`src/rtl/signed_div_pow2_round_pipe.sv`:
```
// -----------------------------------------------------------------------------
// signed_div_pow2_round_pipe
//
// Two-stage valid/ready pipeline that divides a signed two's-complement operand
// by 2^s. The shift amount and the rounding mode are given per item. An
// arithmetic right shift rounds toward minus infinity. Stage 2 corrects that
// floor quotient for truncate-toward-zero and for round-half-up.
//
// Stage 1 captures the floor quotient q and three flags:
//   sticky : OR of the bits shifted out
//   half   : the most significant bit shifted out
//   sign   : the sign of the operand
// It also captures the mode.
// Stage 2 adds the 0/+1 correction and holds the result for the consumer.
//
// Ports:
//   clk          clock; all state changes on the rising edge
//   rst_n        asynchronous active-low reset
//   in_valid     upstream presents an operand
//   in_ready     block accepts the operand this cycle
//   in_data      signed dividend (N bits)
//   in_shift     divisor exponent s; values >= N are clamped to N-1
//   in_mode      0 floor, 1 truncate toward zero, 2 round half up, 3 floor
//   out_valid    result available
//   out_ready    downstream accepts the result
//   out_data     signed quotient (N bits)
//   out_inexact  1 when any bit shifted out was nonzero
// -----------------------------------------------------------------------------
module signed_div_pow2_round_pipe #(
    parameter int N  = 8,
    parameter int SW = $clog2(N)
) (
    input  logic          clk,
    input  logic          rst_n,
    input  logic          in_valid,
    output logic          in_ready,
    input  logic [N-1:0]  in_data,
    input  logic [SW-1:0] in_shift,
    input  logic [1:0]    in_mode,
    output logic          out_valid,
    input  logic          out_ready,
    output logic [N-1:0]  out_data,
    output logic          out_inexact
);

    localparam logic [SW-1:0] SHIFT_MAX = SW'(N - 1);

    localparam logic [1:0] MODE_FLOOR = 2'd0;
    localparam logic [1:0] MODE_TRUNC = 2'd1;
    localparam logic [1:0] MODE_RHU   = 2'd2;

    // -------------------------------------------------------------------------
    // Stage 1 combinational: clamp the shift, then form q, sticky and half
    // -------------------------------------------------------------------------
    logic [SW-1:0] shift_clamped;
    logic [N-1:0]  q_comb;
    logic [N-1:0]  low_mask;
    logic          sticky_comb;
    logic          half_comb;

    always_comb begin
        shift_clamped = in_shift;
        if (in_shift > SHIFT_MAX) begin
            shift_clamped = SHIFT_MAX;
        end
    end

    // Each quotient bit is a mux over every possible shift amount. A source bit
    // that falls off the top of the operand is replaced by the sign bit.
    // This gives the sign extension without using >>>.
    genvar gi, gk;
    generate
        for (gi = 0; gi < N; gi++) begin : g_qbit
            logic [N-1:0] cand;
            for (gk = 0; gk < N; gk++) begin : g_src
                if (gi + gk < N) begin : g_in
                    assign cand[gk] = in_data[gi + gk];
                end else begin : g_ext
                    assign cand[gk] = in_data[N-1];
                end
            end
            assign q_comb[gi] = cand[shift_clamped];

            // Bit gi is shifted out whenever gi < s.
            assign low_mask[gi] = (SW'(gi) < shift_clamped);
        end
    endgenerate

    always_comb begin
        sticky_comb = |(in_data & low_mask);
        half_comb   = 1'b0;
        if (shift_clamped != '0) begin
            half_comb = in_data[shift_clamped - SW'(1)];
        end
    end

    // -------------------------------------------------------------------------
    // Handshake / stage advance
    // -------------------------------------------------------------------------
    logic          s1_valid_reg;
    logic [N-1:0]  s1_q_reg;
    logic          s1_sticky_reg;
    logic          s1_half_reg;
    logic          s1_sign_reg;
    logic [1:0]    s1_mode_reg;

    logic          s2_load;
    logic          s1_load;

    // Stage 2 can take a new value when it is empty or its result is leaving.
    assign s2_load  = !out_valid || out_ready;
    // Stage 1 can take a new value when it is empty or moving into stage 2.
    assign s1_load  = !s1_valid_reg || s2_load;
    assign in_ready = s1_load;

    // -------------------------------------------------------------------------
    // Stage 1 registers
    // -------------------------------------------------------------------------
    always_ff @(posedge clk or negedge rst_n) begin
        if (!rst_n) begin
            s1_valid_reg  <= 1'b0;
            s1_q_reg      <= '0;
            s1_sticky_reg <= 1'b0;
            s1_half_reg   <= 1'b0;
            s1_sign_reg   <= 1'b0;
            s1_mode_reg   <= MODE_FLOOR;
        end else if (s1_load) begin
            s1_valid_reg <= in_valid;
            if (in_valid) begin
                s1_q_reg      <= q_comb;
                s1_sticky_reg <= sticky_comb;
                s1_half_reg   <= half_comb;
                s1_sign_reg   <= in_data[N-1];
                s1_mode_reg   <= in_mode;
            end
        end
    end

    // -------------------------------------------------------------------------
    // Stage 2 combinational: rounding correction
    // -------------------------------------------------------------------------
    // The +1 is applied only when s >= 1. In that case |q| <= 2^(N-2).
    // The N-bit add therefore cannot wrap.
    logic          round_inc;
    logic [N-1:0]  corr_next;

    always_comb begin
        round_inc = 1'b0;
        case (s1_mode_reg)
            MODE_TRUNC: round_inc = s1_sign_reg & s1_sticky_reg;
            MODE_RHU:   round_inc = s1_half_reg;
            default:    round_inc = 1'b0;
        endcase
        corr_next = s1_q_reg + {{(N-1){1'b0}}, round_inc};
    end

    // -------------------------------------------------------------------------
    // Stage 2 registers (output). They hold while the consumer stalls.
    // -------------------------------------------------------------------------
    always_ff @(posedge clk or negedge rst_n) begin
        if (!rst_n) begin
            out_valid   <= 1'b0;
            out_data    <= '0;
            out_inexact <= 1'b0;
        end else if (s2_load) begin
            out_valid <= s1_valid_reg;
            if (s1_valid_reg) begin
                out_data    <= corr_next;
                out_inexact <= s1_sticky_reg;
            end
        end
    end

endmodule

```
`config.mk`:
```
export PLATFORM = sky130hd
export DESIGN_NAME = signed_div_pow2_round_pipe
export DESIGN_NICKNAME = d
export VERILOG_FILES = /design/src/rtl/signed_div_pow2_round_pipe.sv
export SDC_FILE = /design/constraint.sdc
export NUM_CORES = 1
export LEC_CHECK = 0
export BUFFER_PORTS_ARGS = -buffer_cell sky130_fd_sc_hd__buf_2
export CORE_AREA = 2 2 53 65
export CTS_BUF_LIST = sky130_fd_sc_hd__clkbuf_4
export CTS_CLUSTER_SIZE = 25
export DETAILED_ROUTE_END_ITERATION = 7
export DIE_AREA = 0 0 55 67
export PLACE_DENSITY = 0.74
export SYNTH_ARGS = -nofsm -noshare
export SYNTH_HDL_FRONTEND = slang
export SYNTH_SLANG_ARGS = --single-unit
```
`constraint.sdc`:
```
create_clock -name clk -period 5.9 [get_ports clk]
set_clock_uncertainty 0.1 [all_clocks]
set_input_delay 0.885 -clock clk [delete_from_list [all_inputs] [get_ports clk]]
set_output_delay 0.885 -clock clk [all_outputs]
set_load 0.05 [all_outputs]
```
# Yosys cells after proc, flatten, opt, wreduce, memory -nomap -nowiden
# Cells that the tools add are included.
# op_classes
order_cmp	11
mux	21
n_addsub	2
eq_ne	2
reduce_logical	8
shift	0
bitwise_logic	2
n_div	0
n_mul	0
# op_table
cell	count
1-bit binary-select mux with 3-bit select	9
3-bit less-than comparator, first input constant	4
1-bit two-way mux	10
8-bit by 1-bit adder with 8-bit output	1
8-bit bitwise AND	1
3-bit by 4-bit less-than comparator with 1-bit output, second input constant	2
8-bit OR reduction	1
1-bit by 3-bit less-than comparator with 1-bit output, first input constant	2
2-bit by 3-bit less-than comparator with 1-bit output, first input constant	2
2-bit AND reduction	2
3-bit > comparator, second input constant	1
3-bit two-way mux	1
3-bit nonzero test	1
3-bit by 1-bit subtractor with 3-bit output, second input constant	1
2-bit by 1-bit equality test with 1-bit output, second input constant	1
2-bit equality test, second input constant	1
1-bit zero test	2
1-bit logical OR	2
1-bit one-hot mux with 2 select lines	1
1-bit bitwise AND	1
# totals
mem_bits_rw	0
latchBits	0
register_bits	24
mem_bits_ro	0
mem_count	0

# Longest topological paths before layout
# Gate-level depths: netlist of the first run.
# depth
depth_word	6
mapped_depth	10

# Least setup slack after synthesis of the first run
# OpenSTA, ideal clock, no wires.
# synth_path
path_type	in2reg
start	input out_ready
end	register s1_mode_reg[0]
setup_slack_ns	3.511
t_arrival_ns	2.156
setup_time_ns	0.133
n_path_buf	1
cell_stages	5
required_ns	5.667
path_cell_list	nand3b_1 and2_0 clkbuf_1 nand2_1 o21ai_0
# synth_via
elab_chain_len	3
# synth_lines
item	line_no	source
start: declaration	41	input logic out_ready,
1-bit logical OR	111	assign s2_load = !out_valid || out_ready;
1-bit logical OR	113	assign s1_load = !s1_valid_reg || s2_load;
2-bit AND reduction (no line)	n/a	
end signal: assignment	134	s1_mode_reg <= in_mode;
end: declaration	105	logic [1:0] s1_mode_reg;
# No other way between the ends.
# A chain may end at the register's enable or synchronous reset.

# Worst setup path after layout of the first run
# layout_path
start	input out_ready
end	output in_ready
# layout_via
elab_chain_len	2
# layout_lines
item	line_no	source
1-bit logical OR	111	
1-bit logical OR	113	
end: declaration	36	output logic in_ready,
# No other way between the ends.

==> results.md, run 1 <==
- Pin count of the biggest net entering global routing: 24
- Critical Path Slowest Stage Cell: buf_2
- Unique masters post-synth: 36
- Initial DRT Pass Iterations: 4
- Met2 GRT Util: 26.34%
- Sw frac: 40.04%
- Clock Latency Late Sink: 310 ps
- Drt via density: 5.274
- Post-route non-filler standard cell count: 201
- Vias in the first global route: 1021
- Critical-path cell list: buf_2 -> nand3b_1 -> buf_2
- Critical Path Max Stage Delay: 250 ps
- H-tree levels: 1
- IO Port Bufs: 27
- Final nets: 187
- Die area: 3685 sq um
- CP Launch Type: input port
- Crit-path max FO: 4
- Clock transition at path regs: 110 ps
- Layout fillers: 298
- Final wirelength: 2.438 mm
- CP bufs+invs: 2
- Layout cells sized above 1: 24.85%
- First-pass GRT wire length: 4.195 mm
- Combinational Power Share: 36.8%
- DIE HEIGHT: 67 um
- Residual DRC: 0
- Post-CTS sizing: 0
- Avg Cell Area, Syn: 9.518 sq um
- Post-synthesis net count: 161
- CTS tree: built
- Fin area: 1509 sq um
- Post-route ant nets: 0
- Maxcap violations: 0
- Initial Util: 44.01%
- Overflow left after global routing: 0
- Final worst path period need: 2432 ps
- CP top delay family: buffers and inverters
- CTS Sinks: 23
- Clock Power Share: 16.2%
- Final-report max-slew violation count: 0
- Synth Flop Type: dfrtp_1
- FMAX: 411.2 MHz
- Total CTS buffers: 3
- Seq pwr share: 47.1%
- TNS Setup: 0 ps
- Final period util: 41.22%
- Critical path type: input port to primary output
- DP Wirelength: 1.913 mm
- Initial DRC Count: 15
- Postcts setup bufs: 0
- RSZ-0062 raised after global routing: no
- Status: completed
- Worst Hold Class: register to register
- Register bit count reported by yosys: 23
- Sw Pwr: 0.0001753 W
- CTS Hold Buffers Added: 0
- Post-synth ARST share: 100.0%
- Pint: 0.0002625 W
- Met1 GRT Util: 18.79%
- Final Hold Fails: 0
- GRT Resource Usage Total: 15.49%
- Vias: 1060
- Fin Hold WS: 382.2 ps
- Dpl cell area: 1481 sq um
- Site Rows: 22
- Clk root buf: clkbuf_4
- Met3 global-route usage: 2.018%
- Wirelength per Cell: 12.13 um
- Pwr Density: 290.1 nW/um^2
- Initial antenna violation count: 0
- Post-synth EDFFs: 0
- Maximum vdd drop: 0.1513 mV
- Sequential area share after synthesis: 43.19%
- GPL Wtd Cong: 0.7852
- Worst-Margin Slew: 626.7 ps
- Worst endpoint required time: 4910 ps
- Leakage: 0.6928 nW
- Post-Synthesis Cells: 140
- Critical Path Sink Type: primary output
- Synthesized cell area: 1333 sq um
- Core area: 3028 sq um
- Yosys warnings: 0
- CTS Buffer Depth: 2
- ANT cells: 0
- Most Used Layer, Global Route: met2
- Endpoints failing setup: 0
- Area Growth Syn to Fin: 13.24%
- Critical Path AT: 1450 ps
- Placed cells: 197
- IO Pins: 28
- Die width: 55 um
- Max-slew headroom: 58.20%
- Most used cell, CP: buf_2
## placed cells by master, fill, tap and decap left out, types with 4 or more instances in the layout
master / count
buf_2: 27
dfrtp_1: 23
nand2_1: 17
nor2_1: 15
o21ai_0: 13
mux2i_1: 8
a21oi_1: 7
mux2_2: 5
nand2b_1: 4
xor2_1: 4
ha_1: 4
## path summary, 6_finish.rpt
kind                           startpoint           to  slack (ps)  depth (start not counted)
min in group asynchronous           rst_n  out_data[6]         420                          1
hold / removal                out_data[6]  out_data[6]         380                          2
setup reg to reg           s1_mode_reg[1]  out_data[6]        3880                         10
hold reg to reg               out_data[6]  out_data[6]         380                          2
setup / recovery                out_ready     in_ready        3470                          3
max in group asynchronous           rst_n  out_data[4]        4950                          1
## final cells by class
class / instances / area [sq um] / area share [%]
Sequential cell: 23 / 575.6 / 38.14
Inverter: 3 / 11.26 / 0.7463
Timing Repair Buffer: 27 / 135.1 / 8.955
Clock inverter: 1 / 5.005 / 0.3317
Tap cell: 36 / 45.04 / 2.985
Clock buffer: 3 / 22.52 / 1.493
Multi-Input combinational cell: 108 / 714.4 / 47.35
## power by group through the flow
stage / Clock (W) / Combinational, W / Sequential [W]
2_1_floorplan: 0 / 0.0000623 / 0.000267
3_3_place_gp: 0 / 0.000159 / 0.000208
3_5_place_dp: 0 / 0.000162 / 0.000210
4_1_cts: 0.0000733 / 0.000163 / 0.000207
5_1_grt: 0.0000810 / 0.000176 / 0.000212
6_report: 0.0000707 / 0.000161 / 0.000206
## logic make-up after synthesis
kind of cell | after synthesis | share of synthesized area, %
AO/OA/AOI/OAI | 30 | 13.43
flip-flops | 23 | 43.19
multiplexers | 16 | 14.18
XOR/XNOR | 6 | 3.944
buffers and inverters | 9 | 3.192
AND/OR/NAND/NOR | 52 | 18.31
adder cells (fa/ha/maj) | 4 | 3.756
## Yosys cell counts, types with 3 or more instances
cell,number,area (sq um)
a21oi_1,7,35.03
and3_1,3,18.77
clkbuf_1,4,15.01
dfrtp_1,23,575.6
ha_1,4,50.05
inv_1,3,11.26
mux2_2,5,56.30
mux2i_1,8,80.08
nand2_1,17,63.81
nand2b_1,4,25.02
nand3_1,3,15.01
nor2_1,15,56.30
o21ai_0,13,65.06
xor2_1,4,35.03
## layer usage
metal	wire, um	up-vias
met1	1059	480
met3	101	5
met2	1229	29
li1	-	546
met5	0	-
met4	46	0
## stage by stage
stage                     util, %  setup slack [ps]  power [W]
after floorplan                 -              3511  0.0003291
after global placement      48.93              3491  0.0003674
after detailed placement    48.93              3473  0.0003721
after CTS                   49.83              3471  0.0004426
after global routing        49.83              3431  0.0004691
final                       49.83              3468  0.0004378
## tightest hold or removal path, stage by stage, from the launching register on
cell	delay [ps]
dfrtp_1	360
nand2_1	40
o21ai_0	50
No activity file was read; power rests on OpenSTA's default activity.
==> run 2, diff against run 1 <==
--- a/config.mk
+++ b/config.mk
@@ -11,7 +11,7 @@
 export CTS_CLUSTER_SIZE = 25
 export DETAILED_ROUTE_END_ITERATION = 7
 export DIE_AREA = 0 0 55 67
-export PLACE_DENSITY = 0.74
+export PLACE_DENSITY = 0.76
 export SYNTH_ARGS = -nofsm -noshare
 export SYNTH_HDL_FRONTEND = slang
 export SYNTH_SLANG_ARGS = --single-unit
==> constraint.sdc (replaced) <==
create_clock -name clk -period 2.2 [get_ports clk]
set_clock_uncertainty 0.1 [all_clocks]
set_input_delay 0.33 -clock clk [delete_from_list [all_inputs] [get_ports clk]]
set_output_delay 0.33 -clock clk [all_outputs]
set_load 0.05 [all_outputs]
==> run 2 against run 1 <==
  * Utilization up 0.41 points
  * Clock power increased to 2.9 times the previous value
  * Sequential cell count unchanged
  * Largest cell class unchanged
  * Largest power group unchanged
==> results.md, run 2 (same netlist as run 1, synthesis figures left out) <==
- Clock transition at path regs: 120 ps
- Vias in the first global route: 998
- Final worst path period need: 2017 ps
- Critical Path Max Stage Delay: 400 ps
- Layout fillers: 296
- FMAX: 495.8 MHz
- Critical-path cell list: ha_1 -> a32oi_1 -> nor2_1 -> ha_1 -> ha_1 -> and3_1 -> nand3_1 -> xor2_1 -> o21ai_0
- Worst Hold Class: input port to register
- Pin count of the biggest net entering global routing: 24
- Final period util: 91.68%
- Most used cell, CP: ha_1
- Sw Pwr: 0.0004733 W
- Critical Path Slowest Stage Cell: dfrtp_1
- Fin Hold WS: 127.2 ps
- Endpoints failing setup: 0
- Pint: 0.0007198 W
- Site Rows: 22
- Max-slew headroom: 58.58%
- Clock Power Share: 17.3%
- Critical Path AT: 2110 ps
- Post-route ant nets: 0
- Final core utilization: 50.25%
- Most frequent cells in the layout: buf_2, dfrtp_1, nand2_1
- Critical path type: register to register
- Sw frac: 39.67%
- Clk root buf: clkbuf_4
- Worst-Margin Slew: 621.0 ps
- DIE HEIGHT: 67 um
- Core area: 3028 sq um
- Total CTS buffers: 3
- Maxcap violations: 0
- Wirelength per Cell: 12.25 um
- Pwr Density: 784.2 nW/um^2
- CTS Buffer Depth: 2
- CTS Sinks: 23
- CP bufs+invs: 0
- CP Launch Type: register
- Status: completed
- GPL Wtd Cong: 0.7568
- CP top delay family: adder cells
- Area Growth Syn to Fin: 14.18%
- Maximum vdd drop: 0.4805 mV
- Seq pwr share: 46.5%
- GRT Resource Usage Total: 15.64%
- IO Port Bufs: 27
- Most common cell after layout, fill and taps aside: buf_2
- Die area: 3685 sq um
- Combinational Power Share: 36.2%
- Layout cells sized above 1: 24.70%
- Die width: 55 um
- H-tree levels: 1
- TNS Setup: 0 ps
- RSZ-0062 raised after global routing: no
- IO Pins: 28
- Initial DRT Pass Iterations: 4
- Critical Path Sink Type: register
- Residual DRC: 0
- ANT cells: 0
- Overflow left after global routing: 0
- First-pass GRT wire length: 4.215 mm
- Postcts setup bufs: 0
- DP Wirelength: 1.899 mm
- Drt via density: 5.361
- Worst slack, placed: 169.8 ps
- Clock Latency Late Sink: 310 ps
- Vias: 1083
- Multi-input gate area: 714.4 sq um
- Worst endpoint required time: 2290 ps
- Reg area: 575.6 sq um
- Final nets: 188
- Crit-path max FO: 3
- Leakage: 0.6976 nW
- CTS tree: built
- Initial DRC Count: 10
- Initial Util: 44.01%
- Final Hold Fails: 0
- Final-report max-slew violation count: 0
- Initial antenna violation count: 0
- Final wirelength: 2.474 mm
- Final WS setup: 183.0 ps
[run 2: cell types whose count changed in the layout (fill, tap and decap cells not counted), sizes merged]
cell	previous run	this run
clkinv	1	0
dlygate4sd3	0	1
clkbuf	3	4
[run 2: what timing repair did]
| action | CTS | global route |
|---|---|---|
| hold endpoints to repair | 23 | 0 |
| resized for setup | 0 | 0 |
| hold buffers | 1 | 0 |
[run 2: worst min-delay path: stages]
cell,delay [ps]
buf_2,80
nand2_1,40
o21ai_0,60
[run 2: final timing paths]
check,start,end,slack (ps),depth (start not counted)
worst max-delay path,s1_mode_reg[0],out_data[6],180,9
worst min-delay path,in_mode[1],s1_mode_reg[1],130,3
worst max register to register,s1_mode_reg[0],out_data[6],180,9
worst min register to register,out_data[5],out_data[5],390,2
max in group asynchronous,rst_n,s1_mode_reg[1],1280,2
min in group asynchronous,rst_n,out_data[5],390,2
[run 2: routing by layer]
metal  part of all wire [%]  vias up  global-route usage [%]
met5                      0        -                       0
met4                    3.7        0                   10.98
met3                    5.1        7                   1.345
met2                     48       34                   25.00
met1                     43      494                   19.12
li1                       -      548                       -
[run 2: power groups by stage]
stage	registers [W]	logic (W)	clock network, W
after floorplan	0.000715	0.000167	0
after global placement	0.000559	0.000426	0
after detailed placement	0.000566	0.000435	0
after CTS	0.000556	0.000438	0.000211
after global routing	0.000568	0.000475	0.000225
final	0.000555	0.000432	0.000206
[run 2: final cells by class]
class | instances | share of cell area [%]
well taps | 36 | 2.961
multi-input cells | 108 | 46.96
inverters | 3 | 0.7401
flip-flops and latches | 23 | 37.83
repair buffers | 28 | 9.539
clock buffers | 4 | 1.974
[run 2: metrics by stage]
step,instances,instance area (sq um),total power [W]
CTS,202,1521,0.001206
global route,202,1521,0.001268
detailed placement,197,1481,0.001000
finish,202,1521,0.001193
global placement,197,1481,0.0009854
floorplan,140,1333,0.0008826
